===== config.mk =====
export PLATFORM = sky130hd
export DESIGN_NAME = up_down_dir_ctrl
export DESIGN_NICKNAME = d
export VERILOG_FILES = /design/src/rtl/up_down_dir_ctrl.sv
export SDC_FILE = /design/constraint.sdc
export NUM_CORES = 1
export LEC_CHECK = 0
export ABC_AREA = 1
export CORE_MARGIN = 8
export CORE_UTILIZATION = 55
export DETAILED_ROUTE_END_ITERATION = 10
export HOLD_SLACK_MARGIN = 0.1
export MAX_ROUTING_LAYER = met4
export PLACE_DENSITY = 0.8
export SYNTH_ARGS = -nofsm -noshare
export SYNTH_HDL_FRONTEND = slang
export SYNTH_SLANG_ARGS = --single-unit

===== constraint.sdc =====
create_clock -name clk -period 1.9 [get_ports clk]
set_input_delay 0.19 -clock clk [delete_from_list [all_inputs] [get_ports clk]]
set_output_delay 0.19 -clock clk [all_outputs]
set_load 0.01 [all_outputs]

===== src/rtl/up_down_dir_ctrl.sv =====
// Direction control for the up/down counter: the button is synchronised, debounced and
// edge-detected into a direction toggle. Define UP_DOWN_DIR_CTRL_AUTO_REVERSE_EN to add
// limit-based ping-pong reversal driven by the count_in feedback.
module up_down_dir_ctrl #(
  parameter int unsigned WIDTH     = 4,
  parameter int unsigned DB_CYCLES = 4,
  parameter int unsigned MAX_VAL   = 15,
  parameter int unsigned MIN_VAL   = 0
) (
  input  logic             clk,
  input  logic             reset,
  input  logic             btn_in,
  input  logic [WIDTH-1:0] count_in,
  output logic             up_down,
  output logic             btn_pulse,
  output logic             dir_change
);

  // state      | meaning
  // IDLE       | button released and stable
  // PRESS_DB   | btn_s high, counting stable samples before accepting the press
  // HELD       | press accepted, waiting for release
  // RELEASE_DB | btn_s low, counting stable samples before accepting the release
  typedef enum logic [1:0] {
    IDLE       = 2'd0,
    PRESS_DB   = 2'd1,
    HELD       = 2'd2,
    RELEASE_DB = 2'd3
  } state_t;

  localparam logic [7:0]       DB_LAST = 8'(DB_CYCLES - 1);
  localparam logic [WIDTH-1:0] MAX_W   = WIDTH'(MAX_VAL);
  localparam logic [WIDTH-1:0] MIN_W   = WIDTH'(MIN_VAL);

  logic       sync1_q, sync2_q;
  logic       btn_s;
  state_t     state_q, state_d;
  logic [7:0] cnt_q, cnt_d;
  logic       press;
  logic       limit_hit;
  logic       toggle;
  logic       up_down_q, up_down_d;
  logic       pulse_q;
  logic       dir_change_q;

  assign btn_s = sync2_q;

  always_ff @(posedge clk or posedge reset) begin
    if (reset) begin
      sync1_q <= 1'b0;
      sync2_q <= 1'b0;
    end else begin
      sync1_q <= btn_in;
      sync2_q <= sync1_q;
    end
  end

  // With DB_LAST==0 a single high/low sample is enough, so the debounce states are skipped.
  always_comb begin
    state_d = state_q;
    cnt_d   = cnt_q;
    press   = 1'b0;
    case (state_q)
      IDLE: begin
        if (btn_s) begin
          if (DB_LAST == 8'd0) begin
            state_d = HELD;
            cnt_d   = 8'd0;
            press   = 1'b1;
          end else begin
            state_d = PRESS_DB;
            cnt_d   = 8'd1;
          end
        end
      end
      PRESS_DB: begin
        if (!btn_s) begin
          state_d = IDLE;
          cnt_d   = 8'd0;
        end else if (cnt_q == DB_LAST) begin
          state_d = HELD;
          cnt_d   = 8'd0;
          press   = 1'b1;
        end else begin
          cnt_d = cnt_q + 8'd1;
        end
      end
      HELD: begin
        if (!btn_s) begin
          if (DB_LAST == 8'd0) begin
            state_d = IDLE;
            cnt_d   = 8'd0;
          end else begin
            state_d = RELEASE_DB;
            cnt_d   = 8'd1;
          end
        end
      end
      RELEASE_DB: begin
        if (btn_s) begin
          state_d = HELD;
          cnt_d   = 8'd0;
        end else if (cnt_q == DB_LAST) begin
          state_d = IDLE;
          cnt_d   = 8'd0;
        end else begin
          cnt_d = cnt_q + 8'd1;
        end
      end
      default: begin
        state_d = IDLE;
        cnt_d   = 8'd0;
      end
    endcase
  end

  always_ff @(posedge clk or posedge reset) begin
    if (reset) begin
      state_q <= IDLE;
      cnt_q   <= 8'd0;
    end else begin
      state_q <= state_d;
      cnt_q   <= cnt_d;
    end
  end

`ifdef UP_DOWN_DIR_CTRL_AUTO_REVERSE_EN
  assign limit_hit = up_down_q ? (count_in == MAX_W) : (count_in == MIN_W);
`else
  logic unused_cfg;
  assign unused_cfg = ^{count_in, MAX_W, MIN_W};
  assign limit_hit  = 1'b0;
`endif

  // A limit hit and an accepted press on the same edge must flip the direction only once.
  assign toggle    = press | limit_hit;
  assign up_down_d = up_down_q ^ toggle;

  always_ff @(posedge clk or posedge reset) begin
    if (reset) begin
      up_down_q    <= 1'b0;
      pulse_q      <= 1'b0;
      dir_change_q <= 1'b0;
    end else begin
      up_down_q    <= up_down_d;
      pulse_q      <= press;
      dir_change_q <= toggle;
    end
  end

  assign up_down    = up_down_q;
  assign btn_pulse  = pulse_q;
  assign dir_change = dir_change_q;

endmodule


==> qor.log <==
[run_status] status finished, final reports clean
[power] ratio of total power to cell area 1070 nW/µm²
[timing] RSZ-0062 raised after global routing false
[timing] Worst Max-Slew Pin Slew 519 ps
[clock_network] count of buffers added by post-CTS timing repair for setup 0
[drt] DRT antenna net count 0
[place] post-detailed-placement half-perimeter wirelength 963 µm
[die] Initial Util 57.4%
[synth] Post-Syn Instances 89
[global_route] vias in the first global route 556
[global_route] pin count of the biggest net entering global routing 15
[clock_network] post-cts resize count 0
[die] I/O pin count 10
[critical_path] biggest fanout along the worst timing path 2
[global_route] total routing resource utilization after global routing 10.5%
[final_layout] area used by multi-input combinational logic 320 µm²
[timing] Worst Clk Skew 9.01 ps
[critical_path] data arrival time at the worst-slack endpoint 1180 ps
[critical_path] end of the critical path up_down
[drt] detailed-routing iteration count for the pre-antenna-repair pass 4
[clock_network] clock tree from TritonCTS built
[power] internal power 565 µW
[clock_network] clock input transition at the sequential cells of the worst setup and hold paths 90 ps
[drt] number of design rule violations left after detail routing 0
[timing] final-report hold violation count 0
[worst_hold_path] min-delay worst type in -> async
[critical_path] number of cells on the worst reg-to-reg path 8
[final_layout] proportion of layout cells with a drive suffix above 1 16.7%
[critical_path] Worst EP required 1710 ps
[critical_path] kind of critical path reg -> out
[final_layout] total non-filler cell area in the finished layout 828 µm²
[synth] sequential area share after synthesis 47.5%
[power] switching fraction of total power 36.3%
[final_layout] most frequent cells in the layout 25 x sky130_fd_sc_hd__nand2_1, 14 x sky130_fd_sc_hd__dfrtp_1, 10 x sky130_fd_sc_hd__inv_1
[clock_network] number of buffers added by the clock tree synthesis step 3
[place] weighted congestion reported at the end of routability-driven placement 0.832
[critical_path] startpoint of the worst-slack reg-to-reg timing path cnt_q[1]
[timing] part of the cycle the worst path needs 72.2%
[power] largest voltage drop on the vdd net 725 µV
[timing] total setup violations reported at the end of the flow 0
[timing] worst slew slack as a fraction of its limit 65.4%
[critical_path] critical path depth in cells 1
[drt] number of vias in the routed layout 556
[critical_path] CP Capture Type primary output
[synth] mean cell area of the mapped netlist 8.29 µm²
[final_layout] area growth from synthesis to layout 12.2%
[timing] final period demand of the worst path 1370 ps
[power] share of total power in sequential cells 45.5%
[die] vertical extent of the die 52.6 µm
[clock_network] clk sink count 14
[critical_path] Worst Path Buf+Inv 1
[clock_network] clock latency of the later-clocked register in the worst-skew pair 280 ps
[power] leakage power 0.000396 µW
[critical_path] start point of the critical path up_down
[critical_path] kind of start point of the critical path flip-flop
[global_route] global-route wire length before repair 2080 µm
[clock_network] Max Buffers Root-to-Sink 2
[die] horizontal die dimension 52.6 µm
[clock_network] clock tree root buffer cell sky130_fd_sc_hd__clkbuf_4
[timing] Max Slew Vio Count 0
[place] Port Buf Inserts 5
[synth] post-synthesis register bit count 14
[clock_network] Max H-tree Level 1
[drt] total routed wirelength 1210 µm
[final_layout] final-layout fill cell count 107
[critical_path] Max stage delay cell, worst path sky130_fd_sc_hd__clkdlybuf4s50_1
[drt] Vias/cell 5.01
[timing] final sum of negative setup slack 0 ps
[critical_path] CP Cell Sequence clkdlybuf4s50_1
[die] placement row count 13
[final_layout] area of all sequential standard cells 350 µm²
[synth] Cell variety after synth 20
[global_route] antenna violations before repair 0
[global_route] residual overflow from global routing 0
[drt] WL/cell 10.9 µm
[final_layout] final antenna diode count 0
[flow_run] total of max-cap violations 0
[drt] drt first-iter violations 8
[power] clock share of power 23.8%
[place] standard cell area after detailed placement 792 µm²
[die] Core Area 1280 µm²
[synth] count of warnings emitted by yosys 0
[die] floorplan die area 2770 µm²
[critical_path] Largest stage delay, worst path 540 ps
[synth] Syn Std Cell Area 738 µm²
[critical_path] largest delay contributor family on the critical path buffers and inverters
[final_layout] number of nets in the finished design 105
[timing] maximum clock rate 729 MHz
[power] part of the total power dissipated in combinational logic 30.7%
[final_layout] most common cell after layout, fill and taps aside sky130_fd_sc_hd__nand2_1
[power] total net switching power 322 µW
[synth] syn nets 97
[critical_path] worst reg2reg setup slack 600 ps
[clock_network] Post-CTS Hold Buffers 0
power groups by stage:
stage	logic (µW)	clock network [µW]	registers [µW]
2_1_floorplan	251	0	383
3_3_place_gp	271	0	407
3_5_place_dp	276	0	411
4_1_cts	277	215	404
5_1_grt	313	234	412
6_report	272	211	403
per-stage QoR:
| stage | setup slack, ps | hold WS [ps] | std cells | util, % | power [µW] |
|---|---|---|---|---|---|
| after floorplan | 712 | 79.2 | 89 | - | 634 |
| after global placement | 617 | 342 | 107 | 61.6 | 678 |
| after detailed placement | 600 | 342 | 107 | 61.6 | 687 |
| after CTS | 515 | 246 | 111 | 64.5 | 896 |
| after global routing | 474 | 299 | 111 | 64.5 | 960 |
| final | 528 | 230 | 111 | 64.5 | 886 |
cell families after synthesis:
family / after synthesis / share of synthesized area (%)
simple gates: 45 / 31.0
buf+inv: 16 / 9.15
flops: 14 / 47.5
compound gates: 10 / 7.12
xor+xnor: 3 / 3.56
fa+ha+maj: 1 / 1.69
cells in the mapped netlist, drive strengths merged:
cell | n | share of area (%)
xnor2 | 1 | 1.2
nand4 | 1 | 0.85
nor2 | 6 | 5.4
dfrtp | 14 | 47
a21oi | 3 | 2.0
nand2 | 28 | 17
nand3 | 10 | 8.1
inv | 14 | 7.1
xor2 | 2 | 2.4
o21ai | 5 | 3.4
o22ai | 2 | 1.7
ha | 1 | 1.7
buf | 2 | 2.0
worst min-delay path by stage:
stage               slack [ps]                          to    start  cells after the start
finish                     230                     up_down    reset                      2
global route               300                       btn_s    reset                      2
global placement           340                       btn_s  sync1_q                      0
detailed placement         340                       btn_s  sync1_q                      0
CTS                        250                     up_down    reset                      2
floorplan                   80  asynchronous set/reset pin    reset                      1
registers in the layout, indices dropped and copies added, names as in the netlist, named ones only:
| signal | count |
|---|---|
| state_q | 1 |
| up_down | 1 |
| cnt_q | 8 |
| btn_s | 1 |
| sync1_q | 1 |
| dir_change | 1 |
per-layer routing:
| metal | track usage [%] | part of all wire (%) | vias to the layer above |
|---|---|---|---|
| met5 | - | 0 | - |
| met4 | 8.62 | 3.6 | 0 |
| met3 | 3.41 | 3.4 | 7 |
| met2 | 15.8 | 46 | 12 |
| met1 | 10.8 | 47 | 244 |
| li1 | - | - | 293 |
area by class of cell:
class,instances,share of cell area [%]
clock buffers,4,4.38
inverters,14,6.34
multi-input cells,59,38.7
flip-flops and latches,14,42.3
well taps,15,2.27
repair buffers,5,6.04
Power figures use the tool's default switching activity.
==> variant (same flow settings) <==
Reset style: synchronous (`reset`), changed in 3 clocked blocks.
--- a/src/rtl/up_down_dir_ctrl.sv
+++ b/src/rtl/up_down_dir_ctrl.sv
@@ -46,5 +46,5 @@
   assign btn_s = sync2_q;
 
-  always_ff @(posedge clk or posedge reset) begin
+  always_ff @(posedge clk) begin
     if (reset) begin
       sync1_q <= 1'b0;
@@ -115,5 +115,5 @@
   end
 
-  always_ff @(posedge clk or posedge reset) begin
+  always_ff @(posedge clk) begin
     if (reset) begin
       state_q <= IDLE;
@@ -137,5 +137,5 @@
   assign up_down_d = up_down_q ^ toggle;
 
-  always_ff @(posedge clk or posedge reset) begin
+  always_ff @(posedge clk) begin
     if (reset) begin
       up_down_q    <= 1'b0;
Behaviour: differs if reset is asserted again (counterexample within 10 cycles, from zero or initial values and one cycle with reset high); with reset held inactive, the same outputs for 10 cycles.
==> variant against the unedited design <==
Area after synthesis down 0.34%. Clock skew down 4.2 ps. Setup slack better by 24 ps. Worst hold slack better by 180 ps. Critical path depth unchanged. Non-clock buffer count up 1. Sequential cell count unchanged. Design area down 0.15%. Sequential share of layout area down 8.4 points. Wire length up 5.6%.
Power is not compared: it rests on default switching activity, and its combinational part moved more than twofold at a synthesized area within 25%.
==> variant: results <==
metrics = {
    "yosys": {
        "yosysUniqueCellTypes": 21,
        "synth.net_count": 116,
        "avgSynthCellArea_um2": 6.81,
        "synth_ff_type": "dfxtp_1",
        "async_reset_ff_frac": 0,
        "synth_common_cells": "nand2_1, nor2_1, inv_1, dfxtp_1, nand3_1",
        "synth_warnings": 0,
        "synth_area_leaders": "dfxtp_1, nand2_1, nor2_1, inv_1, nor2_4",
        "yosysSeqAreaShare": 0.381,
    },
    "grt": {
        "grt_usage": 0.110,
        "grt_pass1_vias": 602,
        "grt_pass1_wl_um": 2300,
        "grt_max_degree": 9,
        "antenna_found_initial": 0,
    },
    "drt": {
        "totalWireLength_um": 1280,
        "wl_per_cell_um": 9.76,
        "drt-pass1-iter-count": 4,
        "drt_iter0_drc": 6,
        "viasPerCell": 4.88,
    },
    "min_path": {
        "hold_path.startpoint": "sync1_q",
        "hold_end": "btn_s",
        "hold_class": "reg -> reg",
        "holdPathStages": 2,
    },
    "placed_design": {
        "placedCellCount": 128,
        "post-place-ws_ps": 594,
        "placed_area_um2": 805,
        "numPortBuffers": 5,
        "hpwl_um": 1010,
        "gp_congestion": 0.796,
    },
    "power_and_ir_drop": {
        "p_clk_frac": 0.311,
        "power_leakage_nw": 0.360,
        "power_switching_uw": 127,
        "p_per_area_nw_per_um2": 627,
        "seq-power_uw": 304,
        "ir_drop_v": 0.000371,
    },
    "clock_tree": {
        "cts_resized": 0,
        "clock_latency_ps": 270,
        "cts_buffers": 3,
        "clk_pin_slew_ps": 80,
        "post_cts_buffers": 0,
        "cts_buffer_depth": 2,
        "root_buffer": "clkbuf_4",
        "cts_max_level": 1,
    },
    "critical_path": {
        "reg2reg_depth": 8,
        "cp_data_arrival_time_ps": 1160,
        "slowest_stage": "clkdlybuf4s50_1",
        "r2r-end": "cnt_q[2]",
        "r2r_slack_ps": 580,
        "r2r-start": "cnt_q[0]",
        "critical_path.max_fanout": 3,
        "slowest_delay_ps": 540,
    },
    "cells_and_area": {
        "largest_reg_flops": 8,
        "regMostFlops": "cnt_q",
        "n_antenna_cell": 0,
        "drive_gt1_frac": 0.138,
    },
    "sta": {
        "skew_ps": 4.85,
        "maxSlewHeadroom": 0.833,
        "hold_ws_ps": 408,
    },
    "run_status": {
        "outcome": "completed",
    },
}
[variant: cell count changes in the layout (fill, tap and decap cells not counted), moves of 2 or more]
cell     change
nand2_2      +2
xor2_1       -2
nand3_1      -3
inv_1        +9
o22ai_1      -2
dfrtp_1     -14
dfxtp_1     +14
nor2_1      +17
inv_2        -3
[variant: tightest hold or removal path, delay by kind of cell (launching register included)]
family        cells  cell delay (ps)
buf+inv           1               40
flops             1              300
simple gates      1               30
[variant: cell families after synthesis]
| kind of cell | Yosys count | share of synthesized area |
|---|---|---|
| AO/OA/AOI/OAI | 12 | 0.104 |
| buffers and inverters | 21 | 0.112 |
| flip-flops | 14 | 0.381 |
| adder cells (fa/ha/maj) | 1 | 0.0170 |
| AND/OR/NAND/NOR | 60 | 0.386 |
[variant: per-layer routing]
layer	vias up	wire, um	part of all wire	global-route usage
met1	285	645	0.50	0.119
met2	7	574	0.45	0.180
met5	-	0	0	-
met4	0	13	0.010	0.0517
li1	345	-	-	-
met3	2	44	0.034	0.0341
[variant: cell type report]
| type | count | area (um2) |
|---|---|---|
| inverters | 20 | 75.1 |
| well taps | 15 | 18.8 |
| repair buffers | 6 | 57.6 |
| fillers | 118 | 442 |
| clock buffers | 3 | 22.5 |
| multi-input cells | 73 | 373 |
| flip-flops and latches | 14 | 280 |
[variant: worst max-delay path by stage]
stage                         from  cells after the start  slack [ps]        to
after global placement    cnt_q[0]                      8         620  cnt_q[2]
after detailed placement  cnt_q[0]                      8         590  cnt_q[2]
after floorplan           cnt_q[0]                      8         720  cnt_q[2]
after global routing      cnt_q[0]                      8         410  cnt_q[2]
after CTS                  up_down                      1         530   up_down
final                      up_down                      1         550   up_down
